==> src/rtl/ddr3_app_sequencer.sv <==
// ddr3_app_sequencer
// Burst sequencer between the USB-side FIFOs and the DDR3 controller's native
// application interface. A write request drains wr_cnt 256-bit words from the
// first-word-fall-through write FIFO into consecutive bursts. A read request
// issues rd_cnt read commands under a credit limit and forwards the returned
// words into the read FIFO.
//
// Ports
//   clk, sys_rst (async assert, active-low)
//   init_calib_complete     : starts are ignored while low
//   wr_start/wr_base_addr/wr_cnt, rd_start/rd_base_addr/rd_cnt : requests
//   wf_empty/wf_dout/wf_rd_en                  : write FIFO side
//   app_* (rdy, wdf_rdy, en, cmd, addr, wdf_*, rd_data*) : controller side
//   rf_prog_full/rf_din/rf_wr_en               : read FIFO side
//   busy, done                                 : status
//   wr_beats_total, rd_beats_total             : statistics
//
// Build option: define DDR3_SEQ_STATS_EN to build the 32-bit beat counters;
// otherwise both statistics ports are tied to 0.
module ddr3_app_sequencer #(
  parameter int ADDR_W     = 29,
  parameter int DATA_W     = 256,
  parameter int ADDR_STEP  = 8,
  parameter int RD_CREDITS = 16
) (
  input  logic                clk,
  input  logic                sys_rst,
  input  logic                init_calib_complete,
  input  logic                wr_start,
  input  logic [ADDR_W-1:0]   wr_base_addr,
  input  logic [5:0]          wr_cnt,
  input  logic                rd_start,
  input  logic [ADDR_W-1:0]   rd_base_addr,
  input  logic [5:0]          rd_cnt,
  input  logic                wf_empty,
  input  logic [DATA_W-1:0]   wf_dout,
  output logic                wf_rd_en,
  input  logic                app_rdy,
  input  logic                app_wdf_rdy,
  output logic                app_en,
  output logic [2:0]          app_cmd,
  output logic [ADDR_W-1:0]   app_addr,
  output logic [DATA_W-1:0]   app_wdf_data,
  output logic                app_wdf_wren,
  output logic                app_wdf_end,
  output logic [DATA_W/8-1:0] app_wdf_mask,
  input  logic [DATA_W-1:0]   app_rd_data,
  input  logic                app_rd_data_valid,
  input  logic                rf_prog_full,
  output logic [DATA_W-1:0]   rf_din,
  output logic                rf_wr_en,
  output logic                busy,
  output logic                done,
  output logic [31:0]         wr_beats_total,
  output logic [31:0]         rd_beats_total
);

  typedef enum logic [1:0] {IDLE, WRITE, READ, RD_DRAIN} state_t;

  localparam logic [6:0]        CREDITS = 7'(RD_CREDITS);
  localparam logic [ADDR_W-1:0] STEP    = ADDR_W'(ADDR_STEP);

  state_t              state_reg, state_next;
  logic [ADDR_W-1:0]   addr_reg, addr_next;
  logic [5:0]          remaining_reg, remaining_next;
  logic [6:0]          outstanding_reg, outstanding_next;
  logic                done_reg, done_next;
  logic [DATA_W-1:0]   rf_din_reg;
  logic                rf_wr_en_reg;
  logic                fire, issue, rd_fwd, rd_state;

  always_ff @(posedge clk or negedge sys_rst) begin
    if (!sys_rst) begin
      state_reg       <= IDLE;
      addr_reg        <= '0;
      remaining_reg   <= '0;
      outstanding_reg <= '0;
      done_reg        <= 1'b0;
      rf_din_reg      <= '0;
      rf_wr_en_reg    <= 1'b0;
    end else begin
      state_reg       <= state_next;
      addr_reg        <= addr_next;
      remaining_reg   <= remaining_next;
      outstanding_reg <= outstanding_next;
      done_reg        <= done_next;
      rf_wr_en_reg    <= rd_fwd;
      if (rd_fwd) begin
        rf_din_reg <= app_rd_data;
      end
    end
  end

  always_comb begin
    state_next       = state_reg;
    addr_next        = addr_reg;
    remaining_next   = remaining_reg;
    outstanding_next = outstanding_reg;
    done_next        = 1'b0;
    fire             = 1'b0;
    issue            = 1'b0;
    rd_state         = (state_reg == READ) || (state_reg == RD_DRAIN);
    // Returned data is only ours while a read is in progress; anything
    // arriving in IDLE/WRITE belongs to an aborted read and is dropped.
    rd_fwd           = app_rd_data_valid && rd_state;

    case (state_reg)
      IDLE: begin
        if (init_calib_complete && wr_start) begin
          if (wr_cnt == '0) begin
            done_next = 1'b1;
          end else begin
            state_next     = WRITE;
            addr_next      = wr_base_addr;
            remaining_next = wr_cnt;
          end
        end else if (init_calib_complete && rd_start) begin
          if (rd_cnt == '0) begin
            done_next = 1'b1;
          end else begin
            state_next     = READ;
            addr_next      = rd_base_addr;
            remaining_next = rd_cnt;
          end
        end
      end
      WRITE: begin
        fire = app_rdy && app_wdf_rdy && !wf_empty;
        if (fire) begin
          addr_next      = addr_reg + STEP;
          remaining_next = remaining_reg - 6'd1;
          if (remaining_reg == 6'd1) begin
            state_next = IDLE;
            done_next  = 1'b1;
          end
        end
      end
      READ: begin
        issue = app_rdy && (outstanding_reg < CREDITS) && !rf_prog_full;
        if (issue) begin
          addr_next      = addr_reg + STEP;
          remaining_next = remaining_reg - 6'd1;
          if (remaining_reg == 6'd1) begin
            state_next = RD_DRAIN;
          end
        end
      end
      RD_DRAIN: begin
        if ((outstanding_reg == 7'd0) || ((outstanding_reg == 7'd1) && rd_fwd)) begin
          state_next = IDLE;
          done_next  = 1'b1;
        end
      end
      default: state_next = IDLE;
    endcase

    // Saturating decrement guards against a stray valid with nothing pending.
    case ({issue, rd_fwd && (outstanding_reg != 7'd0)})
      2'b10:   outstanding_next = outstanding_reg + 7'd1;
      2'b01:   outstanding_next = outstanding_reg - 7'd1;
      default: outstanding_next = outstanding_reg;
    endcase
  end

  assign app_en       = fire | issue;
  assign app_cmd      = rd_state ? 3'b001 : 3'b000;
  assign app_addr     = addr_reg;
  assign app_wdf_data = wf_dout;
  assign app_wdf_wren = fire;
  assign app_wdf_end  = fire;
  assign app_wdf_mask = '0;
  assign wf_rd_en     = fire;
  assign rf_din       = rf_din_reg;
  assign rf_wr_en     = rf_wr_en_reg;
  assign busy         = (state_reg != IDLE);
  assign done         = done_reg;

`ifdef DDR3_SEQ_STATS_EN
  logic [31:0] wr_beats_reg, rd_beats_reg;

  always_ff @(posedge clk or negedge sys_rst) begin
    if (!sys_rst) begin
      wr_beats_reg <= '0;
      rd_beats_reg <= '0;
    end else begin
      if (fire) begin
        wr_beats_reg <= wr_beats_reg + 32'd1;
      end
      if (rd_fwd) begin
        rd_beats_reg <= rd_beats_reg + 32'd1;
      end
    end
  end

  assign wr_beats_total = wr_beats_reg;
  assign rd_beats_total = rd_beats_reg;
`else
  assign wr_beats_total = 32'd0;
  assign rd_beats_total = 32'd0;
`endif

endmodule
==> config.mk <==
export PLATFORM = sky130hd
export DESIGN_NAME = ddr3_app_sequencer
export DESIGN_NICKNAME = d
export VERILOG_FILES = /design/src/rtl/ddr3_app_sequencer.sv
export SDC_FILE = /design/constraint.sdc
export NUM_CORES = 1
export LEC_CHECK = 0
export CAP_MARGIN = 20
export CORE_AREA = 2 2 489 491
export CTS_CLUSTER_DIAMETER = 30
export DETAILED_ROUTE_END_ITERATION = 8
export DIE_AREA = 0 0 491 493
export PLACE_DENSITY = 0.3
export SKIP_LAST_GASP = 1
export SLEW_MARGIN = 15
export SYNTH_ARGS = -nofsm -noshare
export SYNTH_HDL_FRONTEND = slang
export SYNTH_SLANG_ARGS = --single-unit
==> constraint.sdc <==
create_clock -name clk -period 3.7 [get_ports clk]
set_input_delay 0.37 -clock clk [delete_from_list [all_inputs] [get_ports clk]]
set_output_delay 0.37 -clock clk [all_outputs]
set_load 0.01 [all_outputs]
After elaboration in Yosys (flattened, before gate mapping)
Index checks and enable logic that the tools add are counted.

storage, ports and cells
  register bits after elaboration = 302
  output and inout port bits = 647
  logic and storage cells = 87

operators by class
  add/subtract/negate cells = 4
  equal/unequal tests = 15
  bitwise logic cells = 1
  reductions and logical operators = 23
  multiplexer cells = 36
  order comparisons = 1

operators by type and width
  operator               count
  $mux 29                6
  $pmux 29 s3            1
  $mux 6                 6
  $add 29x4->29 const B  1
  $mux 2                 9
  $pmux 6 s3             1
  $pmux 7 s2             1
  $logic_not 6->1        2
  $mux 1                 10
  $logic_and 1x1->1      9
  $ne 3x3->1 const B     3
  $pmux 2 s4             1
  $reduce_and 8->1       1
  $add 7x1->7 const B    1
  $eq 7x1->1 const B     1
  $logic_not 7->1        1
  $lt 7x5->1 const B     1
  $reduce_bool 7->1      1
  $sub 7x1->7 const B    1
  $eq 2x2->1 const B     3
  $eq 6x1->1 const B     1
  $ne 2x1->1 const B     3
  $reduce_and 6->1       1
  $sub 6x1->6 const B    1
  9 further kinds        14

Logic depth before layout (Yosys ltp)
Gate-level depths: netlist (run 1).

  word-level depth = 7
  mapped depth = 15
  gate-level depth less buffers = 12

Worst setup path before layout (run 1)
OpenSTA, ideal clock, no wires.

  path type = register -> register
  start point = reg state_reg[0]
  end point = reg outstanding_reg[6]
  setup slack = 1111 ps
  cell stages (with the launch flop) = 15
  period minus slack after synthesis = 2589 ps
  data arrival time = 2467 ps
  setup time = 123 ps
  cells stage by stage = dfrtp_1 > inv_1 > ha_1 > inv_1 > nand2_1 > nand2_1 > clkbuf_1 > clkbuf_1 > a21oi_1 > ha_1 > clkbuf_1 > nor3b_1 > a32o_1 > nand2_1 > xnor2_1

between the ends
  cells in the longest elaborated chain, start to end = 6
  elaborated cells between the ends (all ways) = 10
  those cells by class = eq/ne: 4; mux: 2; reduce/logical: 4

RTL lines
  element                                          RTL line  source
  start, declared                                  63        state_t state_reg, state_next;
  start signal, assigned                           82        state_reg <= state_next;
  $eq 2x2->1                                       102       rd_state = (state_reg == READ) || (state_reg == RD_DRAIN);
  $logic_or 1x1->1 (*)                             102
  via rd_state                                     70        logic fire, issue, rd_fwd, rd_state;
  $logic_and 1x1->1 (*)                            105       rd_fwd = app_rd_data_valid && rd_state;
  $logic_and 1x1->1 (*)                            158       case ({issue, rd_fwd && (outstanding_reg != 7'd0)})
  $eq 2x1->1 or $eq 2x2->1 (tied branches)         158
  $pmux 7 s2 or $reduce_bool 2->1 (tied branches)  n/a
  end signal, assigned                             85        outstanding_reg <= outstanding_next;
  end, declared                                    66        logic [6:0] outstanding_reg, outstanding_next;

Mark *: on every way through the listed nets, which the timed path passes. The rest lies on a longest branch.
A chain may end at the register's enable or synchronous reset.

Worst setup path in the final report (run 1)
  start point = reg state_reg[0]
  end point = out app_en

between the ends
  cells in the longest elaborated chain, start to end = 3
  elaborated cells between the ends (all ways) = 5
  those cells by class = eq/ne: 2; mux: 2; bitwise: 1

RTL lines
  element                                   RTL line  source
  $eq 2x1->1 or $eq 2x2->1 (tied branches)  107       case (state_reg)
  $mux 1                                    107
  $or 1x1->1 (*)                            165       assign app_en = fire | issue;
  end, declared                             40        output logic app_en,

Every way passes the cells marked *; elsewhere a longest branch is shown, timed or not.

==> reports/metrics.sh, run 1 <==
WORSTSKEWPAIRLATENCY_NS=0.80
NUMCTSBUFFERS=134
ROUTEDWLPERCELL_UM=19.0
MAX_SLEW.WORST_PIN.SLEW_NS=1.10
TIMING.CRITICAL_PATH.REQUIRED_NS=3.33
TIMING.CRITICAL_PATH.BUF_INV=3
NUMBER_OF_ANTENNA_VIOLATIONS_AT_THE_FIRST_CHECK_IN_GLOBAL_ROUTING=17
FINALINSTANCEAREA_UM2=28500
PREDOMINANT_POST_SYNTHESIS_FLOP_CELL='dfrtp_1'
TIMING.FINAL.SETUP_VIOLATIONS=0
HOLD_FIX_BUFFERS_AT_CTS=12
ASYNC_FLOP_SHARE_PCT=100
CRIT_CHAIN='inv_1, ha_1, inv_1, or3_1, nand2b_1, clkdlybuf4s50_1'
POSTCTSRESIZEDCELLS=0
RUN_STATUS='complete, no violations'
SWITCHINGPOWER_mW=4.79
FINAL_PERIOD_MINUS_WORST_SETUP_SLACK_NS=3.07
LAYOUT-DRIVE-GT1-SHARE_PCT=11.6
TIMING.REG2REG.SETUP_SLACK_NS=0.86
CRITICAL_PATH.STARTPOINT_TYPE='flip-flop'
GRT_USAGE_PCT=8.53
FILLERINSTANCES=27500
ROUTED-VIA-COUNT=14400
CLKPWRFRAC_PCT=64.2
DIE_WIDTH_UM=491
SLEW_HEADROOM_PCT=27.0
CRITPATHCAPTURETYPE='primary output'
FMAXACHIEVABLE_MHz=326
CP_COMMON_CELL='inv_1'
CORE_AREA_UM2=237000
CLOCK_SINK_COUNT=302
DETAIL_ROUTE.DRC_VIOLATIONS=0
DESIGN.PORTCOUNT=1239
CELLINTERNALPOWER_mW=12.4
POST-PLACE-WS_NS=0.531
YOSYS_REGISTER_BITS=302
DESIGN.DIE.AREA_UM2=242000
NUMBER_OF_STANDARD_CELLS_AFTER_SYNTHESIS=1865
FINALHOLDVIOLATIONS=0
GRT_MAX_DEGREE=139
FIN_WORST_SKEW_NS=0.0861
POST-PLACE-CELLS=5347
PATH_CLK_SLEW_NS=0.04
POST_SYNTH.CELL_AREA_AVG_UM2=8.43
RSZ0062_AT_GRT='false'
MAX_STAGE_DELAY_NS=0.56
VIASPERCELL=2.57
FINAL_CORE_UTIL_PCT=12.0
INITIAL_CORE_UTIL_PCT=6.64
POST-CTS-SETUP-BUFFERS=0
SYNTH_SEQUENTIAL_AREA_RATIO_PCT=48.1
SETUP_SLACK_NS=0.631
DPL_CELL_AREA_UM2=23700
RR_ENDPOINT='remaining_reg[4]$_DFFE_PN0P_'
NUM_ROWS=179
PORTION_OF_TOTAL_POWER_ATTRIBUTED_TO_SEQUENTIAL_CELLS_PCT=23.0
FIRST_GLOBAL_VIAS=15400
SETUP-TNS-FINAL_NS=0
GRT_OVERFLOW=0
DPL.HPWL_UM=83800
MAXSLEWVIOLCOUNT=0
YS_WARN_COUNT=0
AREA_GROWTH_SYN_TO_LAYOUT_PCT=80.9
CTS_TREE='yes'
POSTROUTEWIRELENGTH_UM=106000
TIMING.HOLD.WORST.START='app_rd_data[10]'
DIE_SPAN_Y_UM=493
FINAL.HOLD.WORST_SLACK_NS=0.112
DRTANTENNAVIOLNETS=0
CLOCK-ROOT-BUFFER='clkbuf_16'
WORST_HOLD_ENDPOINT='rf_din[10]$_DFFE_PN0N_'
DETAILEDROUTE.FIRSTITERATIONVIOLATIONS=557
R2R_START='outstanding_reg[4]$_DFFE_PN0P_'
DRV.MAX_CAP_VIOLATION_COUNT=0
SYNTH_CELL_TYPES=59
DETAILEDROUTE.FIRSTPASSITERATIONCOUNT=5
WORSTSETUPPATHTYPE='reg2out'
LARGEST_REGISTER_FF_COUNT=256
LARGEST_DRIVER_FANOUT_ON_THE_CRITICAL_PATH=4
P_COMB_SHARE_PCT=12.9
SYNTH_ENABLE_FLOP_CELLS=0
VDD.IR_DROP.WORST_mV=0.269
MIN_PATH_TYPE='in2reg'
CP_TOP_FAMILY='buffers and inverters'
GRT_FIRST_PASS_WIRELENGTH_UM=140000
GP_CONGESTION=0.736
LAYOUT_WORST_PATH_CYCLE_SHARE_PCT=82.9
DESIGN.FINAL.NETS=2933
CTS.HTREE.LEVELS=4
SYNTHESIS.AREA_UM2=15700
CP_DATA_ARRIVAL_TIME_NS=2.70
DEPTH_OF_THE_MOST_CRITICAL_REG_TO_REG_PATH=5
REPORT.POWER.TOTAL_mW=17.2
CRIT_SLOWEST_CELL='clkdlybuf4s50_1'
POWER_PER_CELL_AREA_nW_PER_UM2=604
BUFFER_PORTS.INSERTED=628
LEAKAGE_COMPONENT_OF_THE_POWER_nW=12.0
FINAL_CELL_COUNT_NO_FILL=5596
POWER_SWITCHING_SHARE_PCT=27.8
WHS_PATH_DEPTH=3
CTS.PATH.MAX_BUFFERS=3
## logic make-up after synthesis
| logic type | Yosys count | synth area share [%] |
|---|---|---|
| fa+ha+maj | 13 | 1.03 |
| other cells | 1 | 0.0238 |
| compound gates | 120 | 4.77 |
| flops | 302 | 48.1 |
| xor+xnor | 7 | 0.390 |
| buf+inv | 458 | 19.6 |
| simple gates | 933 | 23.9 |
| mux | 31 | 2.15 |
## synthesized netlist by cell type, types with 3 or more instances
library cell    n  area share (%)
o311ai_0        3            0.17
o211ai_1        5            0.24
a211oi_1        6            0.29
nand2_1       815              19
or3_1           5            0.20
nand4b_1        4            0.22
o22ai_1         4            0.16
nor2_1         11            0.26
ha_1           13             1.0
a211o_1         3            0.17
nand2b_1        8            0.32
xor2_1          3            0.17
xnor2_1         4            0.22
a31oi_1        14            0.56
a21oi_1        36             1.1
inv_1          13            0.31
mux2_2         21             1.5
buf_6           3            0.21
nor4_1          8            0.32
clkbuf_1       79             1.9
nand4_1         9            0.36
nand3_1        32             1.0
buf_4         358              17
dfrtp_1       302              48
mux2i_1         9            0.57
buf_2           3           0.095
and3_1         12            0.48
o21ai_0        30            0.95
nor3_1         12            0.38
## per-layer routing
metal	GRT usage (%)	vias to the layer above	routed length [um]
li1	-	6439	-
met1	7.59	6649	33600
met2	13.4	890	48700
met3	6.54	384	17000
met4	5.49	12	6500
met5	1.37	-	447
## tightest hold or removal path, cell delays in order
cell and delay [ns]:
clkdlybuf4s50_1 0.40, nand2_1 0.06, nand2_1 0.04
## how the worst max path moves through the flow
stage	startpoint	slack (ns)	end	cells after the start
CTS	state_reg[1]$_DFFE_PN0P_	0.44	wf_rd_en	4
global route	state_reg[1]$_DFFE_PN0P_	0.43	wf_rd_en	4
detailed placement	init_calib_complete	0.53	remaining_reg[4]$_DFFE_PN0P_	6
global placement	init_calib_complete	0.56	remaining_reg[4]$_DFFE_PN0P_	6
floorplan	state_reg[0]$_DFFE_PN0P_	1.11	outstanding_reg[6]$_DFFE_PN0P_	14
finish	state_reg[0]$_DFFE_PN0P_	0.63	app_en	6
## power groups by stage
stage / Clock, mW / Combinational (mW) / Sequential [mW]
floorplan: 0 / 1.05 / 4.02
global placement: 0 / 2.30 / 3.99
detailed placement: 0 / 2.28 / 3.99
CTS: 11.4 / 2.30 / 3.96
global route: 11.6 / 2.45 / 4.00
finish: 11.0 / 2.21 / 3.95
## placed cells by master, fill, tap and decap left out, types with 3 or more instances in the layout
| cell type | count |
|---|---|
| o21ai_0 | 30 |
| nor2_1 | 11 |
| a31oi_1 | 14 |
| o311ai_0 | 3 |
| clkdlybuf4s50_1 | 627 |
| dfrtp_1 | 302 |
| a211o_1 | 3 |
| nand4_1 | 9 |
| nand4b_1 | 4 |
| ha_1 | 12 |
| clkinv_16 | 14 |
| buf_4 | 25 |
| o22ai_1 | 4 |
| nand3_1 | 32 |
| a21oi_1 | 35 |
| inv_1 | 13 |
| clkbuf_8 | 42 |
| clkinv_2 | 20 |
| or3_1 | 5 |
| nand2b_1 | 8 |
| a211oi_1 | 6 |
| diode_2 | 7 |
| nand2_1 | 814 |
| clkbuf_1 | 16 |
| mux2_2 | 21 |
| o211ai_1 | 5 |
| mux2i_1 | 9 |
| xnor2_1 | 4 |
| bufinv_16 | 3 |
| and3_1 | 12 |
| xor2_1 | 3 |
| buf_12 | 9 |
| dlygate4sd3_1 | 12 |
| clkbuf_16 | 134 |
| nor3_1 | 12 |
| nor4_1 | 8 |
| conb_1 | 98 |
## area by class of cell
type | count | area (um2) | area share (%)
inverters | 14 | 60.1 | 0.211
clock inverters | 38 | 631 | 2.22
diodes | 7 | 17.5 | 0.0616
well taps | 3167 | 3960 | 13.9
repair buffers | 674 | 6780 | 23.8
multi-input cells | 1202 | 5460 | 19.2
clock buffers | 192 | 3990 | 14.0
flip-flops and latches | 302 | 7560 | 26.6
Note: power is estimated with default switching activity, not from simulation.
==> run 2: changes to the inputs <==
==> constraint.sdc (replaced) <==
create_clock -name clk -period 2.7 [get_ports clk]
set_input_delay 0.27 -clock clk [delete_from_list [all_inputs] [get_ports clk]]
set_output_delay 0.27 -clock clk [all_outputs]
set_load 0.01 [all_outputs]
==> run 2 against run 1 <==
Power increased by 30%; cell area rose by 5.6%; non-clock buffer count is 208 higher; highest routed layer unchanged; critical path depth is 2 lower; routed wire length up 0.65%; flip-flop and latch count is the same; via count grew 5.7%.
==> reports/metrics.sh, run 2 (synthesis results as in run 1) <==
RUN_STATUS='complete, no violations'
SLEW_HEADROOM_PCT=45.8
PATH_CLK_SLEW_NS=0.04
FINAL_PERIOD_MINUS_WORST_SETUP_SLACK_NS=2.56
DESIGN.DIE.AREA_UM2=242000
ROUTEDWLPERCELL_UM=18.4
DIE_SPAN_Y_UM=493
DETAIL_ROUTE.DRC_VIOLATIONS=0
AREA_GROWTH_SYN_TO_LAYOUT_PCT=91.0
CRIT_CHAIN='inv_1, ha_2, and3_4, clkdlybuf4s50_1'
MOSTFREQUENTLAYOUTCELLS='nand2_1, clkdlybuf4s50_1, dfrtp_1'
MAX_SLEW.WORST_PIN.SLEW_NS=0.812
WORSTSKEWPAIRLATENCY_NS=0.80
MOSTFREQUENTLAYOUTCELL='nand2_1'
POSTROUTEWIRELENGTH_UM=107000
NUM_ROWS=179
CRITPATHCAPTURETYPE='primary output'
NUMCTSBUFFERS=120
GRT_USAGE_PCT=8.53
TIMING.CRITICAL_PATH.REQUIRED_NS=2.43
LAYOUT_WORST_PATH_CYCLE_SHARE_PCT=94.7
INITIAL_CORE_UTIL_PCT=6.64
MAXSLEWVIOLCOUNT=0
DRV.MAX_CAP_VIOLATION_COUNT=0
CTS.PATH.MAX_BUFFERS=3
GRT_MAX_DEGREE=62
POST-PLACE-CELLS=5377
POWER_PER_CELL_AREA_nW_PER_UM2=746
LARGEST_DRIVER_FANOUT_ON_THE_CRITICAL_PATH=4
DRTANTENNAVIOLNETS=0
FIN_WORST_SKEW_NS=0.0907
LAYOUT-DRIVE-GT1-SHARE_PCT=11.7
CTS.HTREE.LEVELS=3
FMAXACHIEVABLE_MHz=391
RSZ0062_AT_GRT='false'
DPL.HPWL_UM=85300
VIASPERCELL=2.62
ROUTED-VIA-COUNT=15200
WORSTSETUPPATHTYPE='reg2out'
DESIGN.FINAL.NETS=3127
DETAILEDROUTE.FIRSTPASSITERATIONCOUNT=7
CTS_TREE='yes'
GRT_OVERFLOW=0
CRIT_SLOWEST_CELL='clkdlybuf4s50_1'
DESIGN.PORTCOUNT=1239
MULTIINPUTGATEAREA_UM2=5470
BUFFER_PORTS.INSERTED=628
DETAILEDROUTE.FIRSTITERATIONVIOLATIONS=637
MIN_PATH_TYPE='in2reg'
DPL_CELL_AREA_UM2=24000
CP_DATA_ARRIVAL_TIME_NS=2.29
CORE_AREA_UM2=237000
FIRST_GLOBAL_VIAS=16200
TIMING.FINAL.SETUP_VIOLATIONS=0
LARGEST_REGISTER_FF_COUNT=256
MAX_STAGE_DELAY_NS=0.56
FINALHOLDVIOLATIONS=0
CLOCK_SINK_COUNT=302
FINAL_CELL_COUNT_NO_FILL=5796
GRT_FIRST_PASS_WIRELENGTH_UM=141000
DIE_WIDTH_UM=491
REGISTER_AREA_UM2=7560
FINALINSTANCEAREA_UM2=30000
VDD.IR_DROP.WORST_mV=0.550
CRITICAL_PATH.STARTPOINT_TYPE='flip-flop'
REPORT.POWER.TOTAL_mW=22.4
FILLERINSTANCES=27400
NUMBER_OF_ANTENNA_VIOLATIONS_AT_THE_FIRST_CHECK_IN_GLOBAL_ROUTING=15
CLOCK-ROOT-BUFFER='clkbuf_16'
GP_CONGESTION=0.745
FINAL.HOLD.WORST_SLACK_NS=0.0653
LEAKAGE_COMPONENT_OF_THE_POWER_nW=12.7
[run 2: worst paths after layout]
check | start | to | slack [ns] | cells after the start
hold / removal | app_rd_data[96] | rf_din[96]$_DFFE_PN0N_ | 0.07 | 3
setup / recovery | state_reg[1]$_DFFE_PN0P_ | app_wdf_end | 0.14 | 4
min in group asynchronous | sys_rst | rf_din[9]$_DFFE_PN0N_ | 0.17 | 2
hold reg to reg | outstanding_reg[6]$_DFFE_PN0P_ | outstanding_reg[6]$_DFFE_PN0P_ | 0.46 | 1
setup reg to reg | state_reg[1]$_DFFE_PN0P_ | remaining_reg[4]$_DFFE_PN0P_ | 0.16 | 8
max in group asynchronous | sys_rst | rf_din[137]$_DFFE_PN0N_ | 1.69 | 3
[run 2: layout make-up]
| type | count | area share (%) |
|---|---|---|
| flip-flops and latches | 302 | 25.2 |
| repair buffers | 882 | 29.5 |
| well taps | 3167 | 13.2 |
| clock inverters | 43 | 1.63 |
| inverters | 14 | 0.200 |
| clock buffers | 180 | 12.0 |
| diodes | 6 | 0.0500 |
| multi-input cells | 1202 | 18.2 |
[run 2: power by group]
group          switching (mW)  internal [mW]  total [mW]
registers               0.350           5.00        5.35
clock network            4.17           9.47        13.6
logic                    1.67           1.76        3.42
[run 2: metal layers]
layer	up-vias	routed length, um	GRT usage [%]
met2	915	49000	13.6
met3	375	16600	6.10
met5	-	353	1.43
li1	6838	-	-
met4	12	7130	5.66
met1	7055	33900	7.62
[run 2: worst max-delay path: cells and delay by family, from the launching register on]
family / cells / cell delay [ns]
adder cells (fa/ha/maj): 1 / 0.24
buffers and inverters: 2 / 0.68
flip-flops: 1 / 0.41
AND/OR/NAND/NOR: 1 / 0.25
[run 2: metrics by stage]
stage,worst slack [ns],utilization [%],setup TNS [ns]
global placement,-0.129,10.1,-0.295
global route,0.0261,12.7,0
detailed placement,-0.0716,10.1,-0.195
floorplan,0.111,-,0
CTS,0.00457,12.7,0
finish,0.143,12.7,0
[run 2: what timing repair did]
action,in CTS,in global routing
hold endpoints to repair,392,0
setup buffers,1,0
gates resized for setup,7,3
hold buffers,189,0
setup endpoints to repair,4,7
==> run 3: changes to the inputs <==
--- a/config.mk
+++ b/config.mk
@@ -10,6 +10,7 @@
 export CTS_CLUSTER_DIAMETER = 30
 export DETAILED_ROUTE_END_ITERATION = 8
 export DIE_AREA = 0 0 491 493
+export HOLD_SLACK_MARGIN = 0.03
 export PLACE_DENSITY = 0.3
 export SKIP_LAST_GASP = 1
 export SLEW_MARGIN = 15
==> constraint.sdc (replaced) <==
create_clock -name clk -period 2.54 [get_ports clk]
set_input_delay 0.254 -clock clk [delete_from_list [all_inputs] [get_ports clk]]
set_output_delay 0.254 -clock clk [all_outputs]
set_load 0.01 [all_outputs]
==> run 3 against run 2 <==
The run now ends with negative setup slack left; routed wire length rose by 0.50%; non-clock buffer count is 61 higher; critical path depth rose by 1; global-route usage about the same; sequential power is 6.4% higher; clock-buffer cell count increased by 9; clock power about the same; flip-flop and latch count unchanged; die area did not move; critical endpoint is now app_en; largest power group unchanged.
==> reports/metrics.sh, run 3 (synthesis results as in run 1) <==
RUN_STATUS='complete, but fails checks'
VIOLATED_CHECKS='negative setup slack'
DESIGN.FINAL.NETS=3185
NUMBER_OF_ANTENNA_VIOLATIONS_AT_THE_FIRST_CHECK_IN_GLOBAL_ROUTING=9
DETAILEDROUTE.FIRSTITERATIONVIOLATIONS=659
TIMING.REG2REG.SETUP_SLACK_NS=0.12
R2R_START='state_reg[0]$_DFFE_PN0P_'
LARGEST_DRIVER_FANOUT_ON_THE_CRITICAL_PATH=4
LEAKAGE_COMPONENT_OF_THE_POWER_nW=12.9
TIMING.CRITICAL_PATH.REQUIRED_NS=2.29
DETAILEDROUTE.FIRSTPASSITERATIONCOUNT=4
LAYOUT_WORST_PATH_CYCLE_SHARE_PCT=101
CRIT_SLOWEST_CELL='dfrtp_1'
CORE_AREA_UM2=237000
CTS_TREE='yes'
CLOCK_SINK_COUNT=302
SETUP_SLACK_NS=-0.0248
GRT_USAGE_PCT=8.55
CRIT_PATH_START='outstanding_reg[5]$_DFFE_PN0P_'
MOSTFREQUENTLAYOUTCELL='nand2_1'
WORSTSETUPPATHTYPE='reg2out'
POST-CTS-SETUP-BUFFERS=0
DPL_CELL_AREA_UM2=24400
GP_CONGESTION=0.783
CP_COMMON_CELL='buf_4'
DIE_SPAN_Y_UM=493
LARGEST_REGISTER_FF_COUNT=256
INITIAL_CORE_UTIL_PCT=6.64
DRV.MAX_CAP_VIOLATION_COUNT=0
BUFFER_PORTS.INSERTED=628
TIMING.CRITICAL_PATH.BUF_INV=2
CRITICAL_PATH.STARTPOINT_TYPE='flip-flop'
MIN_PATH_TYPE='in2async'
VIASPERCELL=2.63
DIE_WIDTH_UM=491
FINAL_CORE_UTIL_PCT=12.9
TIMING.FINAL.SETUP_VIOLATIONS=1
POWER_PER_CELL_AREA_nW_PER_UM2=758
GRT_MAX_DEGREE=67
FIRST_GLOBAL_VIAS=16600
CP_DATA_ARRIVAL_TIME_NS=2.31
PATH_CLK_SLEW_NS=0.04
DRTANTENNAVIOLNETS=0
LAYOUT-DRIVE-GT1-SHARE_PCT=12.1
FINALHOLDVIOLATIONS=0
FIN_WORST_SKEW_NS=0.0655
RSZ0062_AT_GRT='true'
NUMCTSBUFFERS=117
DEPTH_OF_THE_MOST_CRITICAL_REG_TO_REG_PATH=8
DESIGN.PORTCOUNT=1239
DETAIL_ROUTE.DRC_VIOLATIONS=0
GRT_FIRST_PASS_WIRELENGTH_UM=143000
FINAL_PERIOD_MINUS_WORST_SETUP_SLACK_NS=2.56
CRIT_CHAIN='or3_1, buf_4, or3_4, nand2b_1, buf_4'
CTS.HTREE.LEVELS=3
ROUTED-VIA-COUNT=15400
DPL.HPWL_UM=85900
WORSTSKEWPAIRLATENCY_NS=0.72
DESIGN.DIE.AREA_UM2=242000
FILLERINSTANCES=27300
SLEW_HEADROOM_PCT=52.2
CRITPATHCAPTURETYPE='primary output'
CTS.PATH.MAX_BUFFERS=3
MAX_SLEW.WORST_PIN.SLEW_NS=0.714
GRT_OVERFLOW=0
NUM_ROWS=179
REGISTER_AREA_UM2=7560
MOSTFREQUENTLAYOUTCELLS='nand2_1, clkdlybuf4s50_1, dfrtp_1'
VDD.IR_DROP.WORST_mV=0.549
WORSTSETUPPATHDEPTH=5
CLOCK-ROOT-BUFFER='clkbuf_16'
MULTIINPUTGATEAREA_UM2=5500
FINALINSTANCEAREA_UM2=30500
MAXSLEWVIOLCOUNT=0
MAX_STAGE_DELAY_NS=0.41
POST-PLACE-WS_NS=-0.148
REPORT.POWER.TOTAL_mW=23.1
FMAXACHIEVABLE_MHz=390
POSTROUTEWIRELENGTH_UM=107000
ROUTEDWLPERCELL_UM=18.4
CP_TOP_FAMILY='simple AND/OR/NAND/NOR gates'
AREA_GROWTH_SYN_TO_LAYOUT_PCT=93.8
[run 3: changes by cell type in the layout (fill, tap and decap cells not counted), moves of 3 or more]
cell           before  now
dlygate4sd3_1     189  216
bufinv_16           4    0
clkbuf_1           21   31
dlygate4sd2_1       0    5
buf_12             16   23
buf_4              52   76
diode_2             6    2
clkbuf_16         120  117
clkinv_2           32   19
[run 3: worst reg2reg max path: stages (launching register included)]
cell and delay, ns:
dfrtp_1 0.43, inv_2 0.13, ha_4 0.20, nand3_2 0.09
or4b_1 0.55, nand4b_1 0.22, buf_6 0.22, nor3_1 0.07
a2111o_1 0.39
[run 3: final timing paths]
| kind | endpoint |
|---|---|
| min in group clk | rf_din[57]$_DFFE_PN0N_ |
| setup / recovery | app_en |
| setup reg to reg | remaining_reg[4]$_DFFE_PN0P_ |
| hold reg to reg | rf_din[220]$_DFFE_PN0N_ |
| hold / removal | rf_din[109]$_DFFE_PN0N_ |
| max in group asynchronous | rf_din[115]$_DFFE_PN0N_ |
[run 3: metal layers]
| layer | routed length, um | GRT usage (%) | vias to the layer above |
|---|---|---|---|
| met5 | 151 | 0.802 | - |
| met4 | 5930 | 4.78 | 6 |
| met3 | 19300 | 7.19 | 330 |
| met2 | 47900 | 13.3 | 906 |
| met1 | 34200 | 7.61 | 7157 |
| li1 | - | - | 6951 |
[run 3: what timing repair did]
| item | in CTS | in global routing |
|---|---|---|
| cloned | 0 | 0 |
| endpoints found under the setup margin | 7 | 26 |
| gates resized for setup | 19 | 6 |
| hold buffers | 216 | 0 |
| endpoints found under the hold margin | 470 | 0 |
[run 3: power by group]
group          switching [mW]  internal (mW)
logic                    1.73           1.95
clock network            4.19           9.54
registers               0.370           5.32
total                    6.28           16.8
[run 3: metrics by stage]
stage	setup TNS [ns]	instances	hold slack, ns
2_1_floorplan	0	1962	-0.0416
6_report	-0.0248	5845	0.127
5_1_grt	-0.151	5843	0.0781
3_3_place_gp	-1.74	5412	0.266
4_1_cts	-0.314	5843	0.0306
3_5_place_dp	-1.33	5412	0.265
[run 3: cell type report]
| class | count | area share [%] |
|---|---|---|
| flip-flops and latches | 302 | 24.8 |
| inverters | 14 | 0.197 |
| well taps | 3167 | 13.0 |
| diodes | 2 | 0.0164 |
| multi-input cells | 1202 | 18.0 |
| clock inverters | 26 | 1.00 |
| clock buffers | 189 | 11.8 |
| repair buffers | 943 | 31.1 |
==> edit 1, RTL diff (flow settings as in run 2) <==
The option `DDR3_SEQ_STATS_EN` is turned on by a define.
--- a/src/rtl/ddr3_app_sequencer.sv
+++ b/src/rtl/ddr3_app_sequencer.sv
@@ -19,2 +19,4 @@
 // otherwise both statistics ports are tied to 0.
+`define DDR3_SEQ_STATS_EN
+
 module ddr3_app_sequencer #(
Function: changed (Yosys sat finds a counterexample within 4 cycles, from zero or initial values and one cycle with sys_rst low).
==> edit 1 against run 2 <==
- global-route usage up 1.4 points
- final area is 16% higher
- routed wire length up 15%
- sequential cell count is 64 higher
- area after synthesis up 16%
- setup slack worse by 0.0074 ns
Power is not compared: it rests on default switching activity, and its combinational part moved more than twofold at a synthesized area within 25%.
==> edit 1: results (changes against run 2) <==
* Status: completed
* M1 WL at 46800 um (+38%)
* Power Clock at 17300 uW
* Number of hold buffers added after CTS at 199 (+5.3%)
* Clock Latency Late Sink at 0.82 ns (+0.02 ns)
* Initial DRT Pass Iterations at 6 (-1)
* Synth Area in XOR/XNOR at 3.33% (+2.9 points)
* Antenna violations before repair at 13 (-2)
* Met1 Resource Use GR at 10.8% (+3.2 points)
* Met2 wire len at 52500 um (+7.1%)
* CP top delay family: simple AND/OR/NAND/NOR gates
* Met3 WL at 19400 um (+17%)
* Compound-Gate Fraction of Synth Area at 4.14% (-0.64 points)
* Layout fillers at 27100 (-1.2%)
* Routability cong. at 0.781 (+4.8%)
* Post-CTS sizing at 12 (+5)
* First-pass GRT wire length at 165000 um (+17%)
* Clk buf depth at 3 (unchanged)
* Num CTS Buffers at 154 (+28%)
* Vias in the first global route at 18700 (+15%)
* GR Layer Usage met3 at 7.39% (+1.3 points)
* Drt initial violations at 781 (+23%)
* Layout Skew at 0.0568 ns (-0.0339 ns)
* Proportion of synthesized area in mux cells at 1.16% (-0.99 points)
* Tightest Pin Transition at 0.669 ns (-0.143 ns)
* Seq/Total Area, Yosys at 50.4% (+2.3 points)
* Worst-path fanout max at 13 (+9)
* Met2 Use GR at 14.4% (+0.80 points)
* Pin count of the biggest net entering global routing at 69 (+11%)
* Post-CTS setup buffers at 2 (+1)
* Gr usage total at 9.90% (+1.4 points)
* Slowest CP cell: or4_1
* Worst Path Arrival at 3.24 ns (+0.95 ns)
* Placed wire-length estimate at 98300 um (+15%)
* IO buf count at 692 (+10%)
* Via Count at 17600 (+16%)
* Post-synth cell types at 58 (-1.7%)
* Share of layout cells above drive strength 1 at 11.6% (-0.070 points)
* Worst path max stage delay at 0.51 ns (-0.05 ns)
* Nets@finish at 3456 (+11%)
* Detailed-route wire length at 123000 um (+15%)
* Largest cells by area after synthesis: dfrtp_1, nand2_1, buf_4
==> edit 1: cell types whose count changed after synthesis, moves of 11 or more <==
cell     change
and3_1      +11
nand4_1     +21
nor3b_1     +11
nor2_1      +17
xor2_1      +14
buf_4       -63
xnor2_1     +48
nand2_1     +32
mux2_2      -13
dfrtp_1     +64
nand3_1     +41
==> edit 1: stage by stage <==
| step | std cells | area [um2] | setup TNS [ns] | setup slack [ns] | hold WS [ns] |
|---|---|---|---|---|---|
| floorplan | 2110 | 18400 | 0 | 0.135 | -0.0256 |
| global placement | 5658 | 27500 | -30.52 | -1.00 | 0.241 |
| detailed placement | 5659 | 27500 | -0.749 | -0.163 | 0.239 |
| CTS | 6141 | 34800 | 0 | 0.0919 | 0.00530 |
| global route | 6144 | 34800 | 0 | 0.00950 | 0.0165 |
| finish | 6145 | 34800 | 0 | 0.135 | 0.0695 |
==> edit 1: final timing paths <==
| check | to | depth (start not counted) | slack [ns] | from |
|---|---|---|---|---|
| min | rf_din[243] | 3 | 0.07 | app_rd_data[243] |
| min in group asynchronous | outstanding_reg[0] | 3 | 0.51 | sys_rst |
| min reg2reg | rf_din[168] | 2 | 0.46 | rf_din[168] |
| max | app_addr[20] | 9 | 0.14 | state_reg[0] |
| max in group asynchronous | rf_din[200] | 5 | 1.34 | sys_rst |
| max reg2reg | app_addr[20] | 9 | 0.14 | state_reg[0] |
==> edit 1: layout make-up <==
| class | instances | area [um2] | area share, % |
|---|---|---|---|
| timing repair buffer | 968 | 9770 | 28.0 |
| multi-input combinational | 1344 | 6600 | 18.9 |
| antenna | 4 | 10.0 | 0.0287 |
| sequential | 366 | 9160 | 26.3 |
| clock inverter | 42 | 711 | 2.04 |
| clock buffer | 239 | 4570 | 13.1 |
| inverter | 15 | 63.8 | 0.183 |
| tap | 3167 | 3960 | 11.4 |
==> edit 2, RTL diff (flow settings as in run 2) <==
Without the edit above. Take the reset off `addr_reg` and `outstanding_reg` and load them in a clocked block of their own.
--- a/src/rtl/ddr3_app_sequencer.sv
+++ b/src/rtl/ddr3_app_sequencer.sv
@@ -74,5 +74,3 @@
       state_reg       <= IDLE;
-      addr_reg        <= '0;
       remaining_reg   <= '0;
-      outstanding_reg <= '0;
       done_reg        <= 1'b0;
@@ -82,5 +80,3 @@
       state_reg       <= state_next;
-      addr_reg        <= addr_next;
       remaining_reg   <= remaining_next;
-      outstanding_reg <= outstanding_next;
       done_reg        <= done_next;
@@ -91,2 +87,7 @@
     end
+  end
+
+  always_ff @(posedge clk) begin
+    addr_reg        <= addr_next;
+    outstanding_reg <= outstanding_next;
   end
Function: changed (Yosys sat finds a counterexample within 4 cycles, from zero or initial values and one cycle with sys_rst low).
==> edit 2 against run 2 <==
- area after synthesis is 1.2% lower
- synthesized cell count is 4.4% lower
- sequential cell count stayed put
- routed wire length is 2.4% lower
- hold slack better by 0.040 ns
- critical endpoint is now app_cmd[0]
- setup slack worse by 0.018 ns
- final area is 3.7% lower
Power is not compared: it rests on default switching activity, and its combinational part moved more than twofold at a synthesized area within 25%.
==> edit 2: results (changes against run 2) <==
* Async set-reset flop share out of synthesis at 88.1% (-12 points)
* Clock Latency Late Sink at 0.75 ns (-0.05 ns)
* # placed instances at 5292 (-1.6%)
* Vias in the first global route at 14800 (-8.4%)
* R2r setup slk at 0.40 ns (+0.24 ns)
* Drt initial violations at 540 (-15%)
* Largest cells by area after synthesis: dfrtp_1, nand2_1, buf_4
* Gr usage total at 8.34% (-0.19 points)
* Worst Reg-to-Reg Cells at 7 (-1)
* WHS at 0.105 ns (+0.0399 ns)
* Post-Syn Area per Cell at 8.71 um2 (+3.3%)
* Met1 Resource Use GR at 7.58% (-0.034 points)
* Finished Layout Cells at 5642 (-2.7%)
* Top post-synthesis cells by count: nand2_1, buf_4, dfrtp_1, edfxtp_1, clkbuf_1
* Nets@finish at 2986 (-4.5%)
* Synth Area in XOR/XNOR at 1.69% (+1.3 points)
* Reg2reg start: state_reg[0]
* Routability cong. at 0.774 (+3.9%)
* Post-synth cell types at 55 (-6.8%)
* Reg-to-Reg End: state_reg[1]
* Pre-CTS WS at 0.139 ns (+0.211 ns)
* Layout Skew at 0.0731 ns (-0.0176 ns)
* Via density at 2.51 (-4.2%)
* Min-delay src: app_rd_data[18]
* Initial DRT Pass Iterations at 6 (-1)
* Status: completed
* Post-placement cell area at 23700 um2 (-1.2%)
* Compound-Gate Fraction of Synth Area at 3.39% (-1.4 points)
* Seq/Total Area, Yosys at 49.8% (+1.8 points)
==> edit 2: cell count changes after synthesis, sizes merged, moves of 9 or more <==
cell | before | now
nand2 | 816 | 806
and3 | 12 | 26
dfrtp | 302 | 266
a211oi | 6 | 18
a31oi | 14 | 4
o21ai | 30 | 21
edfxtp | 0 | 36
nand3 | 33 | 14
clkbuf | 79 | 35
mux2 | 22 | 0
xnor2 | 4 | 20
buf | 365 | 397
a21oi | 36 | 25
==> edit 2: routing by layer <==
layer | vias up | part of all wire (%) | routed length [um]
met3 | 295 | 18 | 18900
met4 | 12 | 5.1 | 5280
met1 | 6506 | 32 | 33500
met5 | - | 0.39 | 412
li1 | 6393 | - | -
met2 | 966 | 44 | 46300
==> edit 2: what timing repair did <==
action | CTS | global route
setup buffers | 1 | 0
hold buffers | 136 | 0
endpoints found under the setup margin | 4 | 2
gates resized for setup | 4 | 1
hold endpoints to repair | 371 | 0
==> edit 2: layout make-up <==
type,instances,area (um2)
Tap cell,3167,3960
Inverter,15,63.8
Sequential cell,302,7740
Multi-Input combinational cell,1131,5100
Antenna cell,2,5.00
Fill cell,27200,208000
Clock inverter,21,333
Timing Repair Buffer,814,8210
Clock buffer,190,3520
==> edit 2: worst max-delay path by stage <==
| stage | to | slack (ns) | cells past startpoint |
|---|---|---|---|
| finish | app_cmd[0] | 0.12 | 4 |
| CTS | app_cmd[0] | -0.004 | 4 |
| floorplan | outstanding_reg[5] | 0.17 | 11 |
| detailed placement | state_reg[0] | 0.14 | 6 |
| global placement | remaining_reg[3] | 0.06 | 8 |
| global route | app_cmd[0] | -0.03 | 4 |
==> edit 2: worst max-delay path, stage by stage, from the launching register on <==
cell and delay (ns):
dfrtp_1 0.39, inv_1 0.14, ha_2 0.30, or2_4 0.19, clkdlybuf4s50_1 0.60
